$ cat src/rtl/load_store_unit.sv
// Load/store unit: sequences one memory access per LOAD/STORE over a req/ack bus,
// with lane steering, sign/zero extension and an ack timeout. Define MISALIGN_TRAP_EN to fault misaligned half/word accesses.
module load_store_unit #(
    parameter logic [7:0] TIMEOUT = 8'd255
) (
    input  logic        clk,
    input  logic        rst,
    input  logic        start,
    input  logic [6:0]  opcode,
    input  logic [2:0]  funct3,
    input  logic [31:0] addr,
    input  logic [31:0] wdata,
    output logic [31:0] rd_data,
    output logic        done,
    output logic        busy,
    output logic        err,
    output logic        mem_req,
    output logic        mem_we,
    output logic [31:0] mem_addr,
    output logic [31:0] mem_wdata,
    output logic [3:0]  mem_be,
    input  logic [31:0] mem_rdata,
    input  logic        mem_ack
);

    localparam logic [6:0] OP_LOAD  = 7'b0000011;
    localparam logic [6:0] OP_STORE = 7'b0100011;

    typedef enum logic [1:0] {
        S_IDLE,
        S_REQ,
        S_RESP
    } state_t;

    state_t      r_state;
    logic [7:0]  r_cnt;
    logic [2:0]  r_funct3;
    logic [1:0]  r_addrLo;
    logic        r_isLoad;
    logic        r_pendErr;
    logic        r_respDone;
    logic [31:0] r_rdData;
    logic        r_done;
    logic        r_busy;
    logic        r_err;
    logic        r_memReq;
    logic        r_memWe;
    logic [31:0] r_memAddr;
    logic [31:0] r_memWdata;
    logic [3:0]  r_memBe;

    logic        w_isLoad;
    logic        w_isStore;
    logic        w_accept;
    logic        w_sizeOk;
    logic        w_misalign;
    logic        w_fault;
    logic [3:0]  w_be;
    logic [31:0] w_wdata;
    logic [7:0]  w_byte;
    logic [15:0] w_half;
    logic [31:0] w_loadVal;
    logic [7:0]  w_cntNext;

    assign w_isLoad  = (opcode == OP_LOAD);
    assign w_isStore = (opcode == OP_STORE);
    assign w_accept  = start && (r_state == S_IDLE) && (w_isLoad || w_isStore);
    assign w_cntNext = r_cnt + 8'd1;

    // Unsigned sizes exist only for loads; every other encoding is a fault.
    always_comb begin
        w_sizeOk = 1'b0;
        case (funct3)
            3'b000, 3'b001, 3'b010: w_sizeOk = 1'b1;
            3'b100, 3'b101:         w_sizeOk = w_isLoad;
            default:                w_sizeOk = 1'b0;
        endcase
    end

`ifdef MISALIGN_TRAP_EN
    assign w_misalign = ((funct3[1:0] == 2'b01) && addr[0]) ||
                        ((funct3[1:0] == 2'b10) && (addr[1:0] != 2'b00));
`else
    assign w_misalign = 1'b0;
`endif

    assign w_fault = !w_sizeOk || w_misalign;

    always_comb begin
        w_be    = 4'b1111;
        w_wdata = wdata;
        case (funct3[1:0])
            2'b00: begin
                w_be    = 4'b0001 << addr[1:0];
                w_wdata = {4{wdata[7:0]}};
            end
            2'b01: begin
                w_be    = addr[1] ? 4'b1100 : 4'b0011;
                w_wdata = {2{wdata[15:0]}};
            end
            default: begin
                w_be    = 4'b1111;
                w_wdata = wdata;
            end
        endcase
    end

    // Load lane extraction uses the address captured at acceptance.
    always_comb begin
        w_byte = mem_rdata[7:0];
        case (r_addrLo)
            2'b00: w_byte = mem_rdata[7:0];
            2'b01: w_byte = mem_rdata[15:8];
            2'b10: w_byte = mem_rdata[23:16];
            2'b11: w_byte = mem_rdata[31:24];
            default: w_byte = mem_rdata[7:0];
        endcase
        w_half = r_addrLo[1] ? mem_rdata[31:16] : mem_rdata[15:0];
        case (r_funct3)
            3'b000:  w_loadVal = {{24{w_byte[7]}}, w_byte};
            3'b001:  w_loadVal = {{16{w_half[15]}}, w_half};
            3'b100:  w_loadVal = {24'd0, w_byte};
            3'b101:  w_loadVal = {16'd0, w_half};
            default: w_loadVal = mem_rdata;
        endcase
    end

    // RESP lasts two cycles on bus completions (mem_req low, then done) but one on faults.
    always_ff @(posedge clk) begin
        if (rst) begin
            r_state    <= S_IDLE;
            r_cnt      <= 8'd0;
            r_funct3   <= 3'd0;
            r_addrLo   <= 2'd0;
            r_isLoad   <= 1'b0;
            r_pendErr  <= 1'b0;
            r_respDone <= 1'b0;
            r_rdData   <= 32'd0;
            r_done     <= 1'b0;
            r_busy     <= 1'b0;
            r_err      <= 1'b0;
            r_memReq   <= 1'b0;
            r_memWe    <= 1'b0;
            r_memAddr  <= 32'd0;
            r_memWdata <= 32'd0;
            r_memBe    <= 4'd0;
        end else begin
            case (r_state)
                S_IDLE: begin
                    r_done <= 1'b0;
                    r_err  <= 1'b0;
                    if (w_accept) begin
                        r_funct3  <= funct3;
                        r_addrLo  <= addr[1:0];
                        r_isLoad  <= w_isLoad;
                        r_cnt     <= 8'd0;
                        r_pendErr <= 1'b0;
                        r_busy    <= 1'b1;
                        if (w_fault) begin
                            r_state    <= S_RESP;
                            r_respDone <= 1'b1;
                            r_done     <= 1'b1;
                            r_err      <= 1'b1;
                        end else begin
                            r_state    <= S_REQ;
                            r_respDone <= 1'b0;
                            r_memReq   <= 1'b1;
                            r_memWe    <= w_isStore;
                            r_memBe    <= w_be;
                            r_memAddr  <= {addr[31:2], 2'b00};
                            r_memWdata <= w_wdata;
                        end
                    end
                end
                S_REQ: begin
                    if (mem_ack || (w_cntNext == TIMEOUT)) begin
                        r_state    <= S_RESP;
                        r_respDone <= 1'b0;
                        r_memReq   <= 1'b0;
                        r_memWe    <= 1'b0;
                        r_memBe    <= 4'd0;
                        r_pendErr  <= !mem_ack;
                        if (mem_ack && r_isLoad) begin
                            r_rdData <= w_loadVal;
                        end
                    end else begin
                        r_cnt <= w_cntNext;
                    end
                end
                S_RESP: begin
                    if (!r_respDone) begin
                        r_respDone <= 1'b1;
                        r_done     <= 1'b1;
                        r_err      <= r_pendErr;
                    end else begin
                        r_state <= S_IDLE;
                        r_done  <= 1'b0;
                        r_err   <= 1'b0;
                        r_busy  <= 1'b0;
                    end
                end
                default: begin
                    r_state <= S_IDLE;
                    r_busy  <= 1'b0;
                end
            endcase
        end
    end

    assign rd_data   = r_rdData;
    assign done      = r_done;
    assign busy      = r_busy;
    assign err       = r_err;
    assign mem_req   = r_memReq;
    assign mem_we    = r_memWe;
    assign mem_addr  = r_memAddr;
    assign mem_wdata = r_memWdata;
    assign mem_be    = r_memBe;

endmodule

$ cat config.mk
export PLATFORM = sky130hd
export DESIGN_NAME = load_store_unit
export DESIGN_NICKNAME = d
export VERILOG_FILES = /design/src/rtl/load_store_unit.sv
export SDC_FILE = /design/constraint.sdc
export NUM_CORES = 1
export LEC_CHECK = 0
export ABC_AREA = 1
export CAP_MARGIN = 20
export CELL_PAD_IN_SITES_DETAIL_PLACEMENT = 0
export CELL_PAD_IN_SITES_GLOBAL_PLACEMENT = 1
export CORE_AREA = 2 2 134 136
export DETAILED_ROUTE_END_ITERATION = 8
export DIE_AREA = 0 0 136 138
export PLACE_DENSITY = 0.94
export SLEW_MARGIN = 10
export SYNTH_ARGS = -nofsm -noshare
export SYNTH_HDL_FRONTEND = slang
export SYNTH_SLANG_ARGS = --single-unit
export TNS_END_PERCENT = 100
$ cat constraint.sdc
create_clock -name clk -period 4.5 [get_ports clk]
set_input_delay 0.9 -clock clk [delete_from_list [all_inputs] [get_ports clk]]
set_output_delay 0.9 -clock clk [all_outputs]
set_load 0.02 [all_outputs]
==> results.py <==
metrics = {
    "outcome": {
        "outcome": "finished, final reports clean",
    },
    "hold_path": {
        "worstHoldStart": "mem_req$_SDFFE_PP0P_",
        "hold_path_end": "mem_req$_SDFFE_PP0P_",
        "hold_path.class": "reg2reg",
        "hold_depth": 2,
    },
    "global_route": {
        "grt_pass1_vias": 5696,
        "grt-ovfl-total": 0,
        "antenna_found_initial": 0,
        "grt_max_degree": 87,
        "grtUsageTotal_pct": 18.91,
        "grt_pass1_wl_um": 28570,
    },
    "synth": {
        "yosysMostFrequentCell": "nand2_1",
        "synth_area_per_cell_um2": 7.116,
        "synth.distinct_cells": 38,
        "async_flop_share_pct": 0,
        "synth_ff_type": "dfxtp_1",
        "yosysTopAreaCell": "dfxtp_1",
        "synth_top_area_share_pct": 43.03,
        "synth_edf_count": 0,
        "ys_seq_area_share_pct": 43.03,
        "syn-cell-area_um2": 5629,
        "ys_warn_count": 0,
        "syn_inst": 791,
        "ys_top_cells_by_area": "dfxtp_1 43%, nand2_1 9.3%, nor2_1 7.5%",
        "synth-seq-cells": 121,
        "synth_commonest_cells": "139 x nand2_1, 121 x dfxtp_1, 113 x nor2_1",
    },
    "power_and_ir_drop": {
        "p_per_area_nw_per_um2": 366.8,
        "ir_drop_mv": 0.2560,
        "p_leak_nw": 3.420,
    },
    "clock_tree": {
        "cts-htree-levels": 4,
        "post_cts_buffers": 0,
        "holdBufCountCts": 0,
        "clockBufferDepth": 2,
        "cts_buffers": 17,
        "root_buffer": "clkbuf_16",
        "cts_tree": "yes",
        "clk_pin_slew_ps": 50,
        "clk_latency_ps": 420,
        "cts_num_sinks": 121,
        "cts.repair.resized": 0,
    },
    "critical_path": {
        "crit_fanout": 39,
        "worstReg2RegStart": "r_state[1]$_SDFFE_PP0P_",
        "end_kind": "flop",
        "crit_type": "in2reg",
        "r2r_end": "rd_data[12]$_SDFFE_PP0P_",
        "startpoint": "mem_ack",
        "arrival_ps": 3170,
        "start_kind": "primary input",
        "critPathRequiredTime_ps": 4810,
        "r2r_cells": 8,
        "regToRegSetupSlack_ps": 1910,
    },
    "final_layout": {
        "drive_above_1_share_pct": 6.647,
        "syn_to_final_growth_pct": 50.46,
        "fin_nets": 1095,
        "nFillCells": 1756,
        "n_antenna_cell": 0,
    },
    "sta": {
        "final-max-slew-violation-count": 0,
        "rsz0062_at_grt": "false",
        "period_needed_ps": 2861,
        "tightestPinTransition_ps": 970.9,
        "layout_setup_ws_ps": 1639,
        "hold_viol": 0,
        "fin_crit_sh_pct": 63.57,
        "skew_ps": 5.923,
        "slew_headroom_pct": 35.19,
        "tns_ps": 0,
        "setup_viol": 0,
        "timing.fmax_mhz": 349.6,
    },
    "place": {
        "place_congestion": 0.8185,
        "hpwl_um": 12440,
        "port_buffers": 212,
        "dp_slack_ps": 1200,
    },
    "routing": {
        "via_count": 5802,
        "wl_per_cell_um": 14.38,
        "vias_per_cell": 4.748,
        "routed_wl_um": 17580,
        "drt_iter0_drc": 345,
        "firstDrtPassIters": 4,
        "drtAntennaViolNets": 0,
        "drc_errors": 0,
    },
    "die": {
        "ioPinCount": 215,
        "die_width_um": 136,
        "design.core.area_um2": 17530,
        "die_h_um": 138,
        "dieArea_um2": 18770,
        "num_rows": 49,
        "initial_utilization_pct": 32.10,
    },
    "run": {
        "cap_violations": 0,
    },
}
## worst max-delay path: stages
cell and delay [ps]:
clkdlybuf4s50_1 470, nand3_1 190, clkinv_1 750, buf_4 510, o21ai_0 160, o21bai_1 140
inv_1 50
## metrics by stage
step                power [W]  std cells  instance area (um2)  hold slack [ps]  util [%]
floorplan            0.001534        792                 5633            439.7         -
global placement     0.001765       1190                 7876            451.0     44.92
detailed placement   0.001767       1190                 7876            456.5     44.92
CTS                  0.003133       1222                 8469            465.1     48.30
global route         0.003251       1222                 8469            484.2     48.30
finish               0.003107       1222                 8469            464.7     48.30
## placed cells by master, fill, tap and decap left out, types with 8 or more instances in the layout
master / n
nand2_1: 139
inv_1: 61
a31oi_1: 11
o21bai_1: 8
clkbuf_16: 17
clkdlybuf4s50_1: 212
o21ai_1: 45
nand3_1: 32
a21oi_1: 67
nor2_1: 113
o21ai_0: 70
o221ai_1: 16
nor3_1: 8
dfxtp_1: 121
## worst max-delay path by stage
stage	slack, ps	cells after the start	end
final	1640	7	rd_data[12]$_SDFFE_PP0P_
after detailed placement	1200	7	rd_data[12]$_SDFFE_PP0P_
after global routing	1400	7	rd_data[10]$_SDFFE_PP0P_
after CTS	1650	7	rd_data[12]$_SDFFE_PP0P_
after floorplan	2390	12	mem_addr[11]$_SDFFE_PP0P_
after global placement	1280	7	rd_data[11]$_SDFFE_PP0P_
## power by group
group          switching (W)  leakage, nW  internal (W)
Clock               0.000501        0.284      0.000862
Combinational       0.000353         2.16      0.000254
Sequential         0.0000231        0.976       0.00111
Total               0.000876         3.42       0.00223
## area by class of cell
cell class              instances  area, um2  area share (%)
clock buffers                  23      478.0           5.643
clock inverters                 9      115.1           1.359
inverters                      68      257.7           3.043
multi-input cells             553       2723           32.15
flip-flops and latches        121       2422           28.60
well taps                     229      286.5           3.383
repair buffers                219       2187           25.82
## flip-flops by register name, summed over array words and instances, names as in the netlist, 2 cells and up
register / cells
r_state: 2
mem_wdata: 32
r_cnt: 8
r_addrLo: 2
mem_addr: 30
r_funct3: 3
rd_data: 32
mem_be: 4
## metal layers
metal	up-vias	track usage [%]	wire length, um
li1	2998	-	-
met1	2592	23.37	7775
met2	182	30.76	8179
met3	30	6.271	1261
met4	0	6.414	359
met5	-	0	0
## logic make-up after synthesis
| family | share of synthesized area (%) |
|---|---|
| and+or+nand+nor | 25.25 |
| AOI/OAI and AO/OA | 21.72 |
| DFF | 43.03 |
| buffers and inverters | 8.668 |
| adders and majority gates | 1.111 |
| xor gates and xnor gates | 0.1556 |
| other | 0.06662 |
(Power assumes the default switching activity.)
